## config.mk

```make
export PLATFORM = sky130hd
export DESIGN_NAME = video_timing_gen
export DESIGN_NICKNAME = d
export VERILOG_FILES = /design/src/rtl/video_timing_gen.sv
export SDC_FILE = /design/constraint.sdc
export NUM_CORES = 1
export LEC_CHECK = 0
export BUFFER_PORTS_ARGS = -buffer_cell sky130_fd_sc_hd__buf_2
export CORE_ASPECT_RATIO = 0.6
export CORE_MARGIN = 3
export CORE_UTILIZATION = 60
export CTS_BUF_LIST = sky130_fd_sc_hd__clkbuf_4
export DETAILED_ROUTE_END_ITERATION = 7
export GPL_TIMING_DRIVEN = 0
export MAX_ROUTING_LAYER = met4
export PLACE_DENSITY = 0.82
export REMOVE_ABC_BUFFERS = 1
export SLEW_MARGIN = 5
export SYNTH_ARGS = -nofsm -noshare
export SYNTH_HDL_FRONTEND = slang
export SYNTH_SLANG_ARGS = --single-unit
```

## constraint.sdc

```tcl
create_clock -name clk_i -period 3.55 [get_ports clk_i]
set_input_delay 0.355 -clock clk_i [delete_from_list [all_inputs] [get_ports clk_i]]
set_output_delay 0.355 -clock clk_i [all_outputs]
set_load 0.01 [all_outputs]
```

## src/rtl/video_timing_gen.sv

```systemverilog
// video_timing_gen
//   Video timing source for the HDMI pipeline. It produces the {Vblank, Hblank} and
//   {D_sync, Vsync, Hsync} bundle, plus the pixel coordinates of the position that the
//   bundle describes. All outputs are registered from the same next-position decode,
//   so no output is skewed against another. The run/stop sequencing never truncates
//   a frame.
//
// Ports
//   clk_i          pixel clock
//   rst_ni         synchronous active-low reset (acts regardless of cen_i)
//   cen_i          video clock enable; all state advances only when high
//   en_i           run request (level)
//   vh_blank_o     {Vblank, Hblank}
//   dvh_sync_o     {D_sync, Vsync, Hsync}; D_sync = active-video data enable
//   pix_x_o        current horizontal position h
//   pix_y_o        current vertical position v
//   frame_start_o  high while position = (0,0) and running
//   running_o      high in RUN or STOP_PEND
module video_timing_gen #(
    parameter int unsigned H_ACTIVE   = 1920,
    parameter int unsigned H_FP       = 88,
    parameter int unsigned H_SYNC     = 44,
    parameter int unsigned H_BP       = 148,
    parameter int unsigned V_ACTIVE   = 1080,
    parameter int unsigned V_FP       = 4,
    parameter int unsigned V_SYNC     = 5,
    parameter int unsigned V_BP       = 36,
    parameter int unsigned H_SYNC_POL = 1,
    parameter int unsigned V_SYNC_POL = 1
) (
    input  logic        clk_i,
    input  logic        rst_ni,
    input  logic        cen_i,
    input  logic        en_i,
    output logic [1:0]  vh_blank_o,
    output logic [2:0]  dvh_sync_o,
    output logic [11:0] pix_x_o,
    output logic [11:0] pix_y_o,
    output logic        frame_start_o,
    output logic        running_o
);

    localparam int unsigned H_TOTAL = H_ACTIVE + H_FP + H_SYNC + H_BP;
    localparam int unsigned V_TOTAL = V_ACTIVE + V_FP + V_SYNC + V_BP;

    generate
        if (H_TOTAL > 4095) begin : g_h_total_chk
            $error("video_timing_gen: H_TOTAL exceeds 4095");
        end
        if (V_TOTAL > 4095) begin : g_v_total_chk
            $error("video_timing_gen: V_TOTAL exceeds 4095");
        end
    endgenerate

    localparam logic [11:0] HActive    = 12'(H_ACTIVE);
    localparam logic [11:0] HSyncStart = 12'(H_ACTIVE + H_FP);
    localparam logic [11:0] HSyncEnd   = 12'(H_ACTIVE + H_FP + H_SYNC);
    localparam logic [11:0] HLast      = 12'(H_TOTAL - 1);
    localparam logic [11:0] VActive    = 12'(V_ACTIVE);
    localparam logic [11:0] VSyncStart = 12'(V_ACTIVE + V_FP);
    localparam logic [11:0] VSyncEnd   = 12'(V_ACTIVE + V_FP + V_SYNC);
    localparam logic [11:0] VLast      = 12'(V_TOTAL - 1);

    localparam logic HPol = (H_SYNC_POL != 0);
    localparam logic VPol = (V_SYNC_POL != 0);

    localparam logic [1:0] StIdle     = 2'd0;
    localparam logic [1:0] StRun      = 2'd1;
    localparam logic [1:0] StStopPend = 2'd2;

    logic [1:0]  state_q, state_d;
    logic [11:0] h_q, h_d;
    logic [11:0] v_q, v_d;
    logic [1:0]  vh_blank_q, vh_blank_d;
    logic [2:0]  dvh_sync_q, dvh_sync_d;
    logic        frame_start_q, frame_start_d;
    logic        running_q, running_d;

    logic        h_last, v_last;
    logic [11:0] v_adj;
    logic        hblank, hsync_act, vblank, vsync_act;

    assign h_last = (h_q == HLast);
    assign v_last = (v_q == VLast);

    // Next state and next position.
    always_comb begin
        state_d = state_q;
        h_d     = h_q;
        v_d     = v_q;
        if (cen_i) begin
            unique case (state_q)
                StIdle: begin
                    if (en_i) begin
                        state_d = StRun;
                    end
                end
                StRun, StStopPend: begin
                    h_d = h_last ? 12'd0 : h_q + 12'd1;
                    if (h_last) begin
                        v_d = v_last ? 12'd0 : v_q + 12'd1;
                    end
                    // A stop request only takes effect once the last pixel of the frame
                    // has been emitted; the counters wrap to (0,0) for the idle hold.
                    if (h_last && v_last && !en_i) begin
                        state_d = StIdle;
                    end else begin
                        state_d = en_i ? StRun : StStopPend;
                    end
                end
                default: begin
                    state_d = StIdle;
                    h_d     = 12'd0;
                    v_d     = 12'd0;
                end
            endcase
        end
    end

    // Decode of the next position. Vertical flags switch at the Hblank rising edge, so
    // the line index is advanced by one from h = H_ACTIVE onwards.
    always_comb begin
        v_adj = v_d;
        if (h_d >= HActive) begin
            v_adj = (v_d == VLast) ? 12'd0 : v_d + 12'd1;
        end
        hblank    = (h_d >= HActive);
        hsync_act = (h_d >= HSyncStart) && (h_d < HSyncEnd);
        vblank    = (v_adj >= VActive);
        vsync_act = (v_adj >= VSyncStart) && (v_adj < VSyncEnd);

        running_d = (state_d != StIdle);
        if (running_d) begin
            vh_blank_d    = {vblank, hblank};
            dvh_sync_d    = {~hblank & ~vblank, vsync_act ~^ VPol, hsync_act ~^ HPol};
            frame_start_d = (h_d == 12'd0) && (v_d == 12'd0);
        end else begin
            vh_blank_d    = 2'b11;
            dvh_sync_d    = {1'b0, ~VPol, ~HPol};
            frame_start_d = 1'b0;
        end
    end

    always_ff @(posedge clk_i) begin
        if (!rst_ni) begin
            state_q       <= StIdle;
            h_q           <= 12'd0;
            v_q           <= 12'd0;
            vh_blank_q    <= 2'b11;
            dvh_sync_q    <= {1'b0, ~VPol, ~HPol};
            frame_start_q <= 1'b0;
            running_q     <= 1'b0;
        end else if (cen_i) begin
            state_q       <= state_d;
            h_q           <= h_d;
            v_q           <= v_d;
            vh_blank_q    <= vh_blank_d;
            dvh_sync_q    <= dvh_sync_d;
            frame_start_q <= frame_start_d;
            running_q     <= running_d;
        end
    end

    assign vh_blank_o    = vh_blank_q;
    assign dvh_sync_o    = dvh_sync_q;
    assign pix_x_o       = h_q;
    assign pix_y_o       = v_q;
    assign frame_start_o = frame_start_q;
    assign running_o     = running_q;

endmodule

```

* Word level (Yosys, flattened, before mapping)
Cells that the tools add are included.
** Cells by class
- Reduce and logical (&&, ||, !) cells :: 11
- Magnitude comparators :: 6
- Mux-type cells :: 17
- Bitwise operators :: 3
- Eq/ne operators :: 5
- Add/sub/neg operators :: 3
** Operators by type and width (number)
- 12-bit two-way mux :: 7
- 12-bit by 11-bit >= comparator with 1-bit output (second input constant) :: 4
- 12-bit one-hot mux with 2 select lines :: 2
- 12-bit by 1-bit adder with 12-bit output (second input constant) :: 3
- 12-bit by 11-bit equality test with 1-bit output (second input constant) :: 2
- 12-bit logical NOT :: 2
- 12-bit equality test (second input constant) :: 1
- 12-bit by 11-bit less-than comparator with 1-bit output (second input constant) :: 1
- 12-bit less-than comparator (second input constant) :: 1
- 2-bit two-way mux :: 5
- 1-bit logical AND :: 5
- 2-bit one-hot mux with 2 select lines :: 1
- 3-bit two-way mux :: 1
- 2-bit by 1-bit equality test with 1-bit output (second input constant) :: 1
- 2-bit equality test (second input constant) :: 1
- 2-bit logical NOT :: 1
- 1-bit inverter :: 2
- 2-bit nonzero test :: 1
- 2-bit OR reduction :: 1
- 1-bit AND :: 1
- 1-bit logical NOT :: 1
- 1-bit two-way mux :: 1
** Storage, ports and cells
- Input port bits :: 4
- Bits in registers :: 33

* Longest topological paths before layout
- Depth in word-level cells :: 12
- Gate-level depth with buffers :: 16
- Depth with buffers taken out :: 14

* Worst setup path after synthesis
Ideal clock, no wire load.
- Path type :: reg2reg
- Start point :: reg h_q[1], in the netlist pix_x_o[1]
- End point :: reg dvh_sync_q[2], in the netlist dvh_sync_o[2]
- Clock period less this slack :: 3.204 ns
- Cell stages (with the launch flop) :: 15
- Arrival time :: 3.145 ns
- Path buffers :: 2
- Required time :: 3.491 ns
- Setup slack :: 0.346 ns
- Library setup time :: 0.059 ns
- Cells stage by stage :: dfxtp_1 > ha_1 > and3_1 > nand3_1 > clkbuf_1 > nor3_1 > or2_1 > clkbuf_1 > ha_1 > nand4bb_4 > or4_1 > nand3_1 > a31oi_1 > o21ai_2 > a41o_1
** On the way
- Word-level cells in the longest chain between the ends :: 11
- Elaborated cells on any way between the ends :: 24
** Ends and longest elaborated chain
- start, declared :: line 72 : logic [11:0] h_q, h_d;
- start signal, assigned :: line 147 : h_q <= 12'd0;
- start signal, assigned :: line 155 : h_q <= h_d;
- 12-bit equality test * :: line 83 : assign h_last = (h_q == HLast);
- 12-bit two-way mux * :: line 100 : if (h_last) begin
- 12-bit one-hot mux with 2 select lines * :: line 92 : unique case (state_q)
- 12-bit two-way mux * :: line 91 : if (cen_i) begin
- named net v_d[1] :: line 73 : logic [11:0] v_q, v_d;
- 12-bit by 1-bit adder with 12-bit output / 12-bit by 11-bit equality test with 1-bit output (equally long branches) :: line 125 : v_adj = (v_d == VLast) ? 12'd0 : v_d + 12'd1;
- 12-bit two-way mux :: line 125
- 12-bit two-way mux * :: line 124 : if (h_d >= HActive) begin
- 12-bit by 11-bit >= comparator with 1-bit output * :: line 129 : vblank = (v_adj >= VActive);
- 1-bit inverter * :: line 135 : dvh_sync_d = {~hblank & ~vblank, vsync_act ~^ VPol, hsync_act ~^ HPol};
- 1-bit AND * :: line 135
- 3-bit two-way mux * :: line 133 : if (running_d) begin
- end signal, assigned :: line 150 : dvh_sync_q <= {1'b0, ~VPol, ~HPol};
- end signal, assigned :: line 158 : dvh_sync_q <= dvh_sync_d;
- end, declared :: line 75 : logic [2:0] dvh_sync_q, dvh_sync_d;
The timed path passes the listed nets; every way through them passes the cells marked *.
A chain may end at the register's enable or synchronous reset.

* Worst setup path in the final report
- Start point :: reg h_q[3], in the netlist pix_x_o[3]
- End point :: reg dvh_sync_q[2], in the netlist dvh_sync_o[2]
** On the way
- Word-level cells in the longest chain between the ends :: 11
- Elaborated cells on any way between the ends :: 24
** Ends and longest elaborated chain (line)
- branches (longest 10 deep; another with 12-bit by 1-bit adder with 12-bit output)
- 3-bit two-way mux * :: 133
Mark *: on every way between the ends.

==> impl_metrics.tcl <==
set metrics [dict create \
    num_antenna_cells 0 \
    clock-sinks 33 \
    synthCells 371 \
    postLayoutCoreUtil_pct 73.0 \
    grt_util_met3_pct 9.01 \
    arrival_ns 3.70 \
    worst_slack_ns 0.149 \
    skew_ns 0.00866 \
    rows 18 \
    ir_drop_v 0.000227 \
    grt_use_total_pct 33.2 \
    io_buffers 34 \
    min_path_cells 3 \
    ys_types 74 \
    wl_microns 8900 \
    powerDensity_nw_per_um2 228 \
    ios 35 \
    cts_hold_buf 0 \
    slowest_delay_ns 0.67 \
    ys_seq_elements 33 \
    htreeDepth 2 \
    end_kind "register" \
    post-route-period-util_pct 95.8 \
    netlist_area_sq_um 2870 \
    reg2regPathDepth 10 \
    hp-start "en_i" \
    worstPathBufferInverterCount 0 \
    hold_viol 0 \
    grt_pass1_wl_microns 14100 \
    vias 3155 \
    gr-usage-met2_pct 46.0 \
    path_clk_slew_ns 0.11 \
    path_delay_family "simple AND/OR/NAND/NOR gates" \
    critPathSlowestCell "or4b_4" \
    numCtsBuffers 5 \
    relSlewSlack_pct 47.2 \
    r2r-end "dvh_sync_o[2]$_SDFFE_PN0P_" \
    fmax_mhz 294 \
    synthAdderAreaFrac_pct 3.05 \
    path_cells "or4b_4, nor3_4, a21oi_1, a41oi_1, a31oi_1, or4_1, nand3_1, a31oi_1, o21ai_2, a41o_1" \
    cp_num_cells 10 \
    layout-drive-gt1-share_pct 23.2 \
    synth_top_family_by_area "simple AND/OR/NAND/NOR gates" \
    synthSimpleGateAreaFrac_pct 38.6 \
    viasPerCell 6.92 \
    start_kind "register" \
    syn-mean-instance-area_sq_um 7.73 \
    die-width_microns 95.3 \
    grt_max_degree 36 \
    cpMostUsedCell "a31oi_1" \
    dr.pass1.iters 5 \
    drt-wirelength-per-cell_microns 19.5 \
    synth_mux_area_share_pct 0.392 \
    synth_xor_area_share_pct 2.44 \
    yosysSeqAreaShare_pct 23.0 \
    final_net_count 407 \
    dieArea_sq_um 5670 \
    worstSetupPathType "register to register" \
    period_needed_ns 3.40 \
    maxCapViolCount 0 \
    dp_slack_ns -0.289 \
    status "finished clean" \
    total_leakage_power_nw 1.23 \
    antenna_found_initial 0 \
    drtIter0Drc 339 \
    ys.warnings.count 0 \
    drc 0 \
    fin_total_pwr_mw 0.725 \
    crit_path_max_fanout 10 \
    area.growth.synth_to_final_pct 10.6 \
    ys.flop_type "dfxtp_1" \
    report.final.slew_viol_count 0 \
    cts_max_path_buffers 2 \
    cts_tree "yes" \
    final_cell_mix "buf_2 (34), nand2_1 (32), dfxtp_1 (30)" \
    place_hpwl_microns 6150 \
    ant_nets 0 \
    fin_setup_tns_ns 0 \
    gr-total-overflow 0 \
    synth-compound-area-share_pct 25.2 \
    use_met1_pct 48.1 \
    tightest_slew_ns 0.785 \
    async_flop_share_pct 0 \
    reg2reg_slack_ns 0.15 \
    final_common_cell "buf_2" \
    start_util_pct 66.0 \
    die_h_microns 59.6 \
    core_area_sq_um 4350 \
    min_path_type "input pin to register" \
    setup_viol 0 \
    required_ns 3.85 \
    place_congestion 1.01 \
    root_buffer "clkbuf_4" \
    clk_latency_ns 0.34 \
    r2r_start "pix_x_o[3]$_SDFFE_PN0P_" \
    synth_edf_count 0 \
    grt_pass1_vias 2663 \
    min_to "state_q[1]$_SDFFE_PN0P_" \
    busiest_layer "met1" \
]
-- power by group --
| group | internal (mW) | switching [mW] | total (mW) |
|---|---|---|---|
| Combinational | 0.0448 | 0.0742 | 0.119 |
| Sequential | 0.379 | 0.00644 | 0.385 |
| Clock | 0.0797 | 0.141 | 0.221 |
| Total | 0.503 | 0.222 | 0.725 |
-- tightest hold or removal path, stage by stage --
cell     delay, ns
buf_2         0.11
o21ai_0       0.08
and2_1        0.15
-- stage by stage --
step	area (sq um)	hold slack [ns]	instances
final	3170	0.396	456
after global routing	3170	0.417	456
after CTS	3060	0.390	449
after detailed placement	2960	0.471	440
after global placement	2960	0.465	440
after floorplan	2710	0.431	346
-- synth_stat cells (all sizes together), types with 8 or more instances --
| cell type | number | share of area, % |
|---|---|---|
| nor3 | 15 | 3.0 |
| nor2 | 25 | 3.4 |
| inv | 14 | 1.8 |
| nand2 | 32 | 4.2 |
| o21ai | 24 | 4.8 |
| nor2b | 14 | 3.1 |
| nand3 | 22 | 4.0 |
| nand4 | 8 | 1.7 |
| a21oi | 17 | 3.0 |
| clkbuf | 18 | 3.2 |
| nor4 | 8 | 2.5 |
| dfxtp | 33 | 23 |
| and2 | 19 | 4.1 |
-- per-layer routing --
metal	vias to the layer above	wire length [microns]
li1	1427	-
met1	1470	3920
met2	231	3610
met3	27	1240
met4	0	131
met5	-	0
-- layout make-up --
class                           count  area (sq um)
Clock buffer                        6          45.0
Clock inverter                      1          3.75
Fill cell                         361          1170
Inverter                           14          52.6
Multi-Input combinational cell    299          2100
Sequential cell                    33           664
Tap cell                           60          75.1
Timing Repair Buffer               43           238
-- sequential cells by signal, summed over array words and instances (netlist names) --
signal and flops:
pix_x_o 12, state_q 2, frame_start_o 1, running_o 1, pix_y_o 12, vh_blank_o 2
dvh_sync_o 3
-- cells by family (layout without fill, tap and decap cells) --
logic type,after synthesis,after routing
xor+xnor,8,8
compound gates,99,99
fa+ha+maj,7,7
flops,33,33
mux,1,1
buf+inv,39,64
simple gates,184,184
-- how the worst max path moves through the flow --
stage	startpoint	to	slack (ns)
finish	pix_x_o[3]$_SDFFE_PN0P_	dvh_sync_o[2]$_SDFFE_PN0P_	0.15
floorplan	pix_x_o[4]$_SDFFE_PN0P_	dvh_sync_o[2]$_SDFFE_PN0P_	0.31
detailed placement	pix_x_o[0]$_SDFFE_PN0P_	dvh_sync_o[2]$_SDFFE_PN0P_	-0.29
global route	pix_x_o[0]$_SDFFE_PN0P_	dvh_sync_o[2]$_SDFFE_PN0P_	-0.01
global placement	pix_x_o[0]$_SDFFE_PN0P_	dvh_sync_o[2]$_SDFFE_PN0P_	-0.24
CTS	state_q[1]$_SDFFE_PN0P_	dvh_sync_o[1]$_SDFFE_PN0P_	0.02
-- what timing repair did --
action	CTS	global route
cloned	0	0
pin swaps	1	2
gates resized for setup	8	13
setup buffers	2	7
endpoints found under the setup margin	3	3
Power figures use the tool's default switching activity.
